## config.mk

```make
export PLATFORM = sky130hd
export DESIGN_NAME = pc_sequencer
export DESIGN_NICKNAME = d
export VERILOG_FILES = /design/src/rtl/pc_ctrl_pkg.sv /design/src/rtl/next_pc_sel.sv /design/src/rtl/pc_sequencer.sv
export SDC_FILE = /design/constraint.sdc
export NUM_CORES = 1
export LEC_CHECK = 0
export CORE_MARGIN = 5
export CORE_UTILIZATION = 41
export CTS_CLUSTER_SIZE = 25
export DETAILED_ROUTE_END_ITERATION = 7
export PLACE_DENSITY = 0.8
export RECOVER_POWER = 100
export SYNTH_ARGS = -nofsm -noshare
export SYNTH_HDL_FRONTEND = slang
export SYNTH_SLANG_ARGS = --single-unit
```

## constraint.sdc

```tcl
create_clock -name clock -period 3.55 [get_ports clock]
set_input_delay 0.71 -clock clock [delete_from_list [all_inputs] [get_ports clock]]
set_output_delay 0.71 -clock clock [all_outputs]
set_load 0.02 [all_outputs]
```

## src/rtl/pc_ctrl_pkg.sv

```systemverilog
// pc_ctrl_pkg: shared types and constants for the PC sequencer.
// Latency: n/a (types only).
// Backpressure: n/a (types only).
package pc_ctrl_pkg;

  typedef enum logic [1:0] {
    FETCH = 2'd0,
    EXEC  = 2'd1,
    HALT  = 2'd2
  } pc_state_t;

  typedef enum logic [1:0] {
    SEL_SEQ = 2'd0,
    SEL_BR  = 2'd1,
    SEL_J   = 2'd2,
    SEL_JR  = 2'd3
  } pc_sel_t;

  localparam logic [31:0] PC_STEP = 32'd4;

endpackage

```

## src/rtl/next_pc_sel.sv

```systemverilog
// next_pc_sel: priority select of the next PC (jump_reg > jump > branch > sequential).
// Latency: purely combinational.
// Backpressure: none; the caller decides when the result is consumed.
module next_pc_sel
  import pc_ctrl_pkg::*;
(
  input  logic [31:0] pc,
  input  logic        branch_taken,
  input  logic [31:0] branch_off,
  input  logic        jump,
  input  logic [25:0] jump_target,
  input  logic        jump_reg,
  input  logic [31:0] reg_target,
  output logic [31:0] next_pc
);

  logic [31:0] seq_pc;
  logic [31:0] br_pc;
  logic [31:0] j_pc;
  pc_sel_t     sel;

  assign seq_pc = pc + PC_STEP;
  assign br_pc  = seq_pc + (branch_off << 2);
  // J-type keeps the 256 MB region of the delay-slot address
  assign j_pc   = {seq_pc[31:28], jump_target, 2'b00};

  always_comb begin
    sel = SEL_SEQ;
    if (jump_reg)          sel = SEL_JR;
    else if (jump)         sel = SEL_J;
    else if (branch_taken) sel = SEL_BR;
  end

  always_comb begin
    next_pc = seq_pc;
    case (sel)
      SEL_JR:  next_pc = reg_target;
      SEL_J:   next_pc = j_pc;
      SEL_BR:  next_pc = br_pc;
      default: next_pc = seq_pc;
    endcase
  end

endmodule

```

## src/rtl/pc_sequencer.sv

```systemverilog
// pc_sequencer: owns the PC, fetches over req/ack, retires via exec_done. Option: PC_ALIGN_CHECK_EN.
// Latency: 1 FETCH cycle (0-wait memory) + >=1 EXEC cycle, so 2 cycles/instr minimum.
// Backpressure: imem_req held until imem_ack (timeout -> HALT); stall holds retirement in EXEC.
module pc_sequencer
  import pc_ctrl_pkg::*;
#(
  parameter logic [31:0] RESET_VECTOR  = 32'h0000_0000,
  parameter int          FETCH_TIMEOUT = 16
) (
  input  logic        clock,
  input  logic        reset_n,
  output logic        imem_req,
  output logic [31:0] imem_addr,
  input  logic        imem_ack,
  input  logic [31:0] imem_rdata,
  output logic [31:0] instr,
  output logic        instr_valid,
  input  logic        exec_done,
  input  logic        stall,
  input  logic        branch_taken,
  input  logic [31:0] branch_off,
  input  logic        jump,
  input  logic [25:0] jump_target,
  input  logic        jump_reg,
  input  logic [31:0] reg_target,
  output logic [31:0] pc,
  output logic        fault
);

  localparam int            TW         = $clog2(FETCH_TIMEOUT);
  localparam logic [TW-1:0] TIMER_LAST = TW'(FETCH_TIMEOUT - 1);

  pc_state_t   state_q, state_d;
  logic [31:0] pc_q, pc_d;
  logic [31:0] instr_q, instr_d;
  logic        valid_q, valid_d;
  logic        fault_q, fault_d;
  logic [TW-1:0] timer_q, timer_d;

  logic [31:0] raw_next;
  logic [31:0] pc_new;
  logic        align_bad;

  next_pc_sel u_next_pc_sel (
    .pc           (pc_q),
    .branch_taken (branch_taken),
    .branch_off   (branch_off),
    .jump         (jump),
    .jump_target  (jump_target),
    .jump_reg     (jump_reg),
    .reg_target   (reg_target),
    .next_pc      (raw_next)
  );

`ifdef PC_ALIGN_CHECK_EN
  assign align_bad = |raw_next[1:0];
  assign pc_new    = raw_next;
`else
  assign align_bad = 1'b0;
  assign pc_new    = raw_next & ~32'h3;
`endif

  always_ff @(posedge clock or negedge reset_n) begin
    if (!reset_n) begin
      state_q <= FETCH;
      pc_q    <= RESET_VECTOR;
      instr_q <= '0;
      valid_q <= 1'b0;
      fault_q <= 1'b0;
      timer_q <= '0;
    end else begin
      state_q <= state_d;
      pc_q    <= pc_d;
      instr_q <= instr_d;
      valid_q <= valid_d;
      fault_q <= fault_d;
      timer_q <= timer_d;
    end
  end

  always_comb begin
    state_d = state_q;
    pc_d    = pc_q;
    instr_d = instr_q;
    valid_d = valid_q;
    fault_d = fault_q;
    timer_d = timer_q;
    case (state_q)
      FETCH: begin
        if (imem_ack) begin
          instr_d = imem_rdata;
          valid_d = 1'b1;
          timer_d = '0;
          state_d = EXEC;
        end else if (timer_q == TIMER_LAST) begin
          state_d = HALT;
          fault_d = 1'b1;
        end else begin
          timer_d = timer_q + 1'b1;
        end
      end
      EXEC: begin
        if (exec_done && !stall) begin
          valid_d = 1'b0;
          if (align_bad) begin
            state_d = HALT;
            fault_d = 1'b1;
          end else begin
            pc_d    = pc_new;
            state_d = FETCH;
          end
        end
      end
      HALT: begin
        valid_d = 1'b0;
      end
      default: begin
        valid_d = 1'b0;
        fault_d = 1'b1;
        state_d = HALT;
      end
    endcase
  end

  // Gated by reset_n so the request drops the instant reset asserts
  assign imem_req    = reset_n && (state_q == FETCH);
  assign imem_addr   = pc_q;
  assign pc          = pc_q;
  assign instr       = instr_q;
  assign instr_valid = valid_q;
  assign fault       = fault_q;

endmodule
```

# Word level (Yosys, flattened, before mapping)
# Index checks and enable logic that the tools add are counted.
[word_totals]
reg_bits = 70
in_bits = 130
output_inout_bits = 99
word_cells = 50
[classes]
addsub = 3
eq_ne = 12
n_mux = 16
n_bitwise = 2
n_reduce_logical = 11
[op_table]
columns = ["operator", "n"]
rows = [
  ["$pmux 32 s3", 1],
  ["$add 32x3->32 const B", 1],
  ["$add 32x32->32", 1],
  ["$mux 2", 5],
  ["$ne 2x2->1 const B", 5],
  ["$mux 4", 2],
  ["$reduce_and 2->1", 4],
  ["$eq 2x2->1 const B", 3],
  ["$pmux 2 s3", 1],
  ["$reduce_and 3->1", 2],
  ["$mux 1", 5],
  ["$add 4x1->4 const B", 1],
  ["$eq 2x1->1 const B", 2],
  ["$eq 4x4->1 const B", 1],
  ["$pmux 1 s2", 2],
  ["$ne 3x3->1 const B", 1],
  ["$logic_and 1x1->1", 2],
  ["$logic_not 2->1", 1],
  ["$not 1->1", 2],
  ["$reduce_or 2->1", 1],
  ["$logic_not 1->1", 1],
]

# Depth between registers and ports, before layout
[logic_depth]
depth_word = 5
mapped_depth = 16
ltp_nobuf = 15

# Cells and area by module
# Synthesis repeated with hierarchy kept, for this count alone.
[hier_totals]
hier_cells = 698
hier_area_um2 = 6391.1
[modules_own_cells]
columns = ["module", "n_inst", "cells_per_inst", "area_each_um2"]
rows = [
  ["next_pc_sel", 1, 490, 3226.8],
  ["pc_sequencer", 1, 208, 3164.3],
]

# Worst setup path before layout
# OpenSTA, ideal clock, no wires.
[synth_path]
kind = "reg2reg"
from = "register pc_q[8], in the netlist imem_addr[8]"
to = "register pc_q[31], in the netlist imem_addr[31]"
setup_time_ns = 0.136
arrival_ns = 3.609
slack_ns = -0.195
path_stages_with_launch = 17
n_path_buf = 1
synth_period_minus_slack_ns = 3.745
cell_sequence = "dfrtp_1 -> buf_2 -> and4_1 -> nand4_1 -> nor3_1 -> and2_1 -> nand2_1 -> xnor2_1 -> ha_1 -> a211oi_1 -> o21ai_0 -> a41o_1 -> nor3_1 -> a21oi_1 -> xnor2_1 -> mux2i_1 -> o31ai_2"
[synth_between]
elab_chain_cells = 3
[synth_rtl]
columns = ["item", "line_no", "source"]
rows = [
  ["start: declaration", "pc_sequencer.sv:34", "logic [31:0] pc_q, pc_d;"],
  ["start signal: assignment", "pc_sequencer.sv:73", "pc_q <= pc_d;"],
  ["$add 32x3->32 *", "next_pc_sel.sv:22", "assign seq_pc = pc + PC_STEP;"],
  ["$add 32x32->32", "next_pc_sel.sv:23", "assign br_pc = seq_pc + (branch_off << 2);"],
  ["$pmux 32 s3 *", "next_pc_sel.sv:36", "case (sel)"],
]
# Every way passes the cells marked *; elsewhere a longest branch is shown, timed or not.
# A chain may end at the register's enable or synchronous reset.

# Worst setup path after layout
[layout_path]
from = "register pc_q[9], in the netlist imem_addr[9]"
to = "register pc_q[29], in the netlist imem_addr[29]"
# The elaborated chain is that of the path after synthesis.

==> key figures <==
Floorplan
  – I/O pin total: 229
  – Core ar.: 14000 sq um
  – Rows: 43
  – Die X: 130 microns
  – Initial Utilization: 42.1%
  – Die Y-Extent: 130 microns
  – Die area: 16900 sq um

Pwr
  – Peak VDD IR: 0.397 mV
  – Power per cell area: 851 nW/um^2
  – Pleak: 3.77 nW
  – Tot Pwr: 7.69 mW

Setup path
  – Delay-heaviest family, CP: simple AND/OR/NAND/NOR gates
  – Crit Path Category: register to register
  – Worst setup SP type: register
  – Slowest CP cell: or4_1
  – Required time of the worst setup path: 3.78 ns
  – Slowest stage delay, CP: 0.47 ns
  – CP Cell Sequence: and4_4 > nand4_1 > nor3_2 > buf_4 > nand2_1 > xnor2_1 > ha_1 > buf_4 > a21o_1 > a221oi_2 > o21ai_1 > nand2_1 > and3_1 > or4_1 > a31oi_1 > a21oi_1
  – Critical path capture point type: register
  – CP max FO: 4
  – Worst Path Buf+Inv: 2
  – Worst endpoint data arrival time: 3.67 ns

Timing
  – Count of pins over their slew limit: 104
  – Clock skew: 0.00614 ns
  – Worst Tran Pin Value: 1.83 ns
  – Final hold vios: 0
  – Minimum clock period: 3.45 ns
  – Setup ws final: 0.105 ns
  – Final Setup Violations: 0
  – Slew margin rel.: -21.9%
  – Final period util: 97.1%
  – Fmax achieved: 290 MHz
  – Min Hold Slack: 0.472 ns
  – Setup_tns: 0 ns

Clock network
  – CTS Buf Count: 9
  – Worst-Skew Late Latency: 0.34 ns
  – Root Driver: clkbuf_16
  – Register clock-pin slew on the reported worst setup and hold paths: 0.06 ns
  – Max clock buf depth: 2
  – TritonCTS clock tree: done
  – Hold-fix buffers, CTS: 0
  – H-Tree Depth: 3
  – Clk sinks: 70

Synth
  – Synthesized area: 5900 sq um
  – Syn Inst Count: 693
  – Synthesis warning total: 0
  – Yosys cell types: 66
  – Sequential element share of the synthesized area: 29.7%
  – Mean post-synth cell area: 8.51 sq um
  – Async S/R FF share, synth: 100%
  – Synthesized flop and latch total: 70
  – Post-synth top flop: dfrtp_1
  – Number of synthesized flops with an enable pin: 0

Detailed routing
  – Antenna-violating nets left: 0
  – Number of DRC markers in iteration 0: 580
  – Post-route DRC violation count: 0
  – WL/cell: 19.4 microns
  – Pre-antenna DRT Iters: 5
  – Total wire length: 21.9 mm
  – Routed vias/inst: 5.75
  – Vias: 6482

Placed design
  – Port bufs: 220
  – Placed inst area: 8470 sq um
  – Post-DP HPWL: 16.8 mm
  – Pre-CTS setup slack: -0.0588 ns
  – RD Place Congestion: 0.985

Layout
  – Design area: 9040 sq um
  – Share of cells above drive strength 1: 18.2%
  – Post-layout net count: 1111
  – Area Overhead vs Synth: 53.3%
  – Fillers: 1176
  – Ant diodes: 0

Outcome
  – Violated checks: capacitance limit, slew limit
  – Status: finished with violations

Worst hold path
  – Hold crit path type: register to register

Global routing
  – Global-route wire length before repair: 33.6 mm
  – Number of global-route vias before repair: 6441
  – Total gr overflow: 0
  – Gr usage total: 25.2%
  – Largest net degree at the start of global routing: 71
  – Initial antenna violation count: 0

Flow run
  – Max-cap viol count: 2
==> kinds of logic (layout without fill, tap and decap cells) <==
| kind of cell | after synthesis | after routing | synth area share [%] |
|---|---|---|---|
| compound gates | 210 | 210 | 22.8 |
| xor+xnor | 50 | 50 | 7.43 |
| fa+ha+maj | 38 | 38 | 8.19 |
| buf+inv | 78 | 330 | 7.17 |
| flops | 70 | 70 | 29.7 |
| mux | 37 | 37 | 7.00 |
| other cells | 1 | 4 | 0.0636 |
| simple gates | 209 | 209 | 17.6 |
==> power by group <==
group	internal [mW]	switching (mW)	total [mW]	leakage, nW
clock	0.625	0.398	1.02	0.158
combinational	2.40	2.79	5.19	2.79
sequential	1.18	0.290	1.47	0.819
total	4.21	3.48	7.69	3.77
==> repair_timing <==
| action | 4_1_cts | 5_1_grt |
|---|---|---|
| resized for setup | 0 | 39 |
| endpoints found under the setup margin | 1 | 10 |
| pin swaps | 1 | 17 |
| setup buffers | 0 | 14 |
==> routing by layer <==
metal	track usage, %	up-vias	wire [microns]
li1	-	3016	-
met4	8.92	0	592
met1	33.7	3048	8750
met3	3.89	54	2020
met5	0	-	0
met2	41.6	364	10600
==> worst register-to-register path, stage by stage, from the launching register on <==
cell and delay, ns:
dfrtp_1 0.41, and4_4 0.23, nand4_1 0.21, nor3_2 0.27, buf_4 0.15, nand2_1 0.09, xnor2_1 0.14, ha_1 0.34
buf_4 0.16, a21o_1 0.16, a221oi_2 0.07, o21ai_1 0.13, nand2_1 0.09, and3_1 0.17, or4_1 0.47, a31oi_1 0.17
a21oi_1 0.08
==> layout make-up <==
class                      count  area [sq um]  area share, %
clock inverter                 7           105           1.16
tap                          180           225           2.49
sequential                    70          1760           19.4
clock buffer                   9           225           2.49
multi-input combinational    548          3910           43.2
timing repair buffer         298          2760           30.6
inverter                      16          60.1          0.664
==> layout by cell type (no fill, tap or decap), types with 8 or more instances in the layout <==
| cell | n |
|---|---|
| o21ai_0 | 38 |
| nand2b_1 | 9 |
| nor2_1 | 44 |
| a31oi_1 | 14 |
| dlygate4sd3_1 | 99 |
| clkbuf_16 | 9 |
| o22ai_1 | 16 |
| inv_1 | 16 |
| nand4_1 | 8 |
| mux2_2 | 34 |
| nand2_1 | 68 |
| and3_1 | 11 |
| a21o_1 | 14 |
| nand3_1 | 16 |
| xor2_1 | 16 |
| xnor2_1 | 31 |
| clkdlybuf4s50_1 | 120 |
| dfrtp_1 | 66 |
| ha_1 | 34 |
| buf_4 | 71 |
| a21oi_1 | 56 |
==> cell usage after synthesis (8+ instances only) <==
master	n	area (sq um)
a211oi_1	8	60.1
a21o_1	14	105
a21oi_1	59	295
a31oi_1	14	87.6
and2_1	9	56.3
and3_1	12	75.1
buf_4	34	255
clkbuf_1	21	78.8
dfrtp_1	70	1750
ha_1	37	463
inv_1	16	60.1
mux2_2	34	383
nand2_1	70	263
nand2b_1	9	56.3
nand3_1	17	85.1
nand4_1	8	50.1
nor2_1	46	173
nor3_1	11	55.1
o21ai_0	41	205
o22ai_1	16	100
xnor2_1	32	280
xor2_1	18	158
==> metrics by stage <==
step / utilization (%) / instances
floorplan: - / 696
global placement: 60.6 / 1098
detailed placement: 60.6 / 1098
CTS: 62.9 / 1114
global route: 64.6 / 1128
finish: 64.6 / 1128
==> worst paths after layout <==
kind                                                from                         to  slack (ns)  cells past startpoint
max in group asynchronous                        reset_n   imem_addr[8]$_DFFE_PN0P_        1.38                      2
worst min register to register         fault$_DFFE_PN0P_          fault$_DFFE_PN0P_        0.47                      1
worst max-delay path            imem_addr[9]$_DFFE_PN0P_  imem_addr[29]$_DFFE_PN0P_        0.10                     16
worst max register to register  imem_addr[9]$_DFFE_PN0P_  imem_addr[29]$_DFFE_PN0P_        0.10                     16
worst min-delay path                   fault$_DFFE_PN0P_          fault$_DFFE_PN0P_        0.47                      1
min in group asynchronous                        reset_n      instr[21]$_DFFE_PN0P_        0.96                      2
==> flip-flops by register name (all words and copies together), names as in the netlist <==
signal,count
state_q,2
instr_valid,1
timer_q,4
instr,32
fault,1
imem_addr,30
Note: power is estimated with default switching activity, not from simulation.
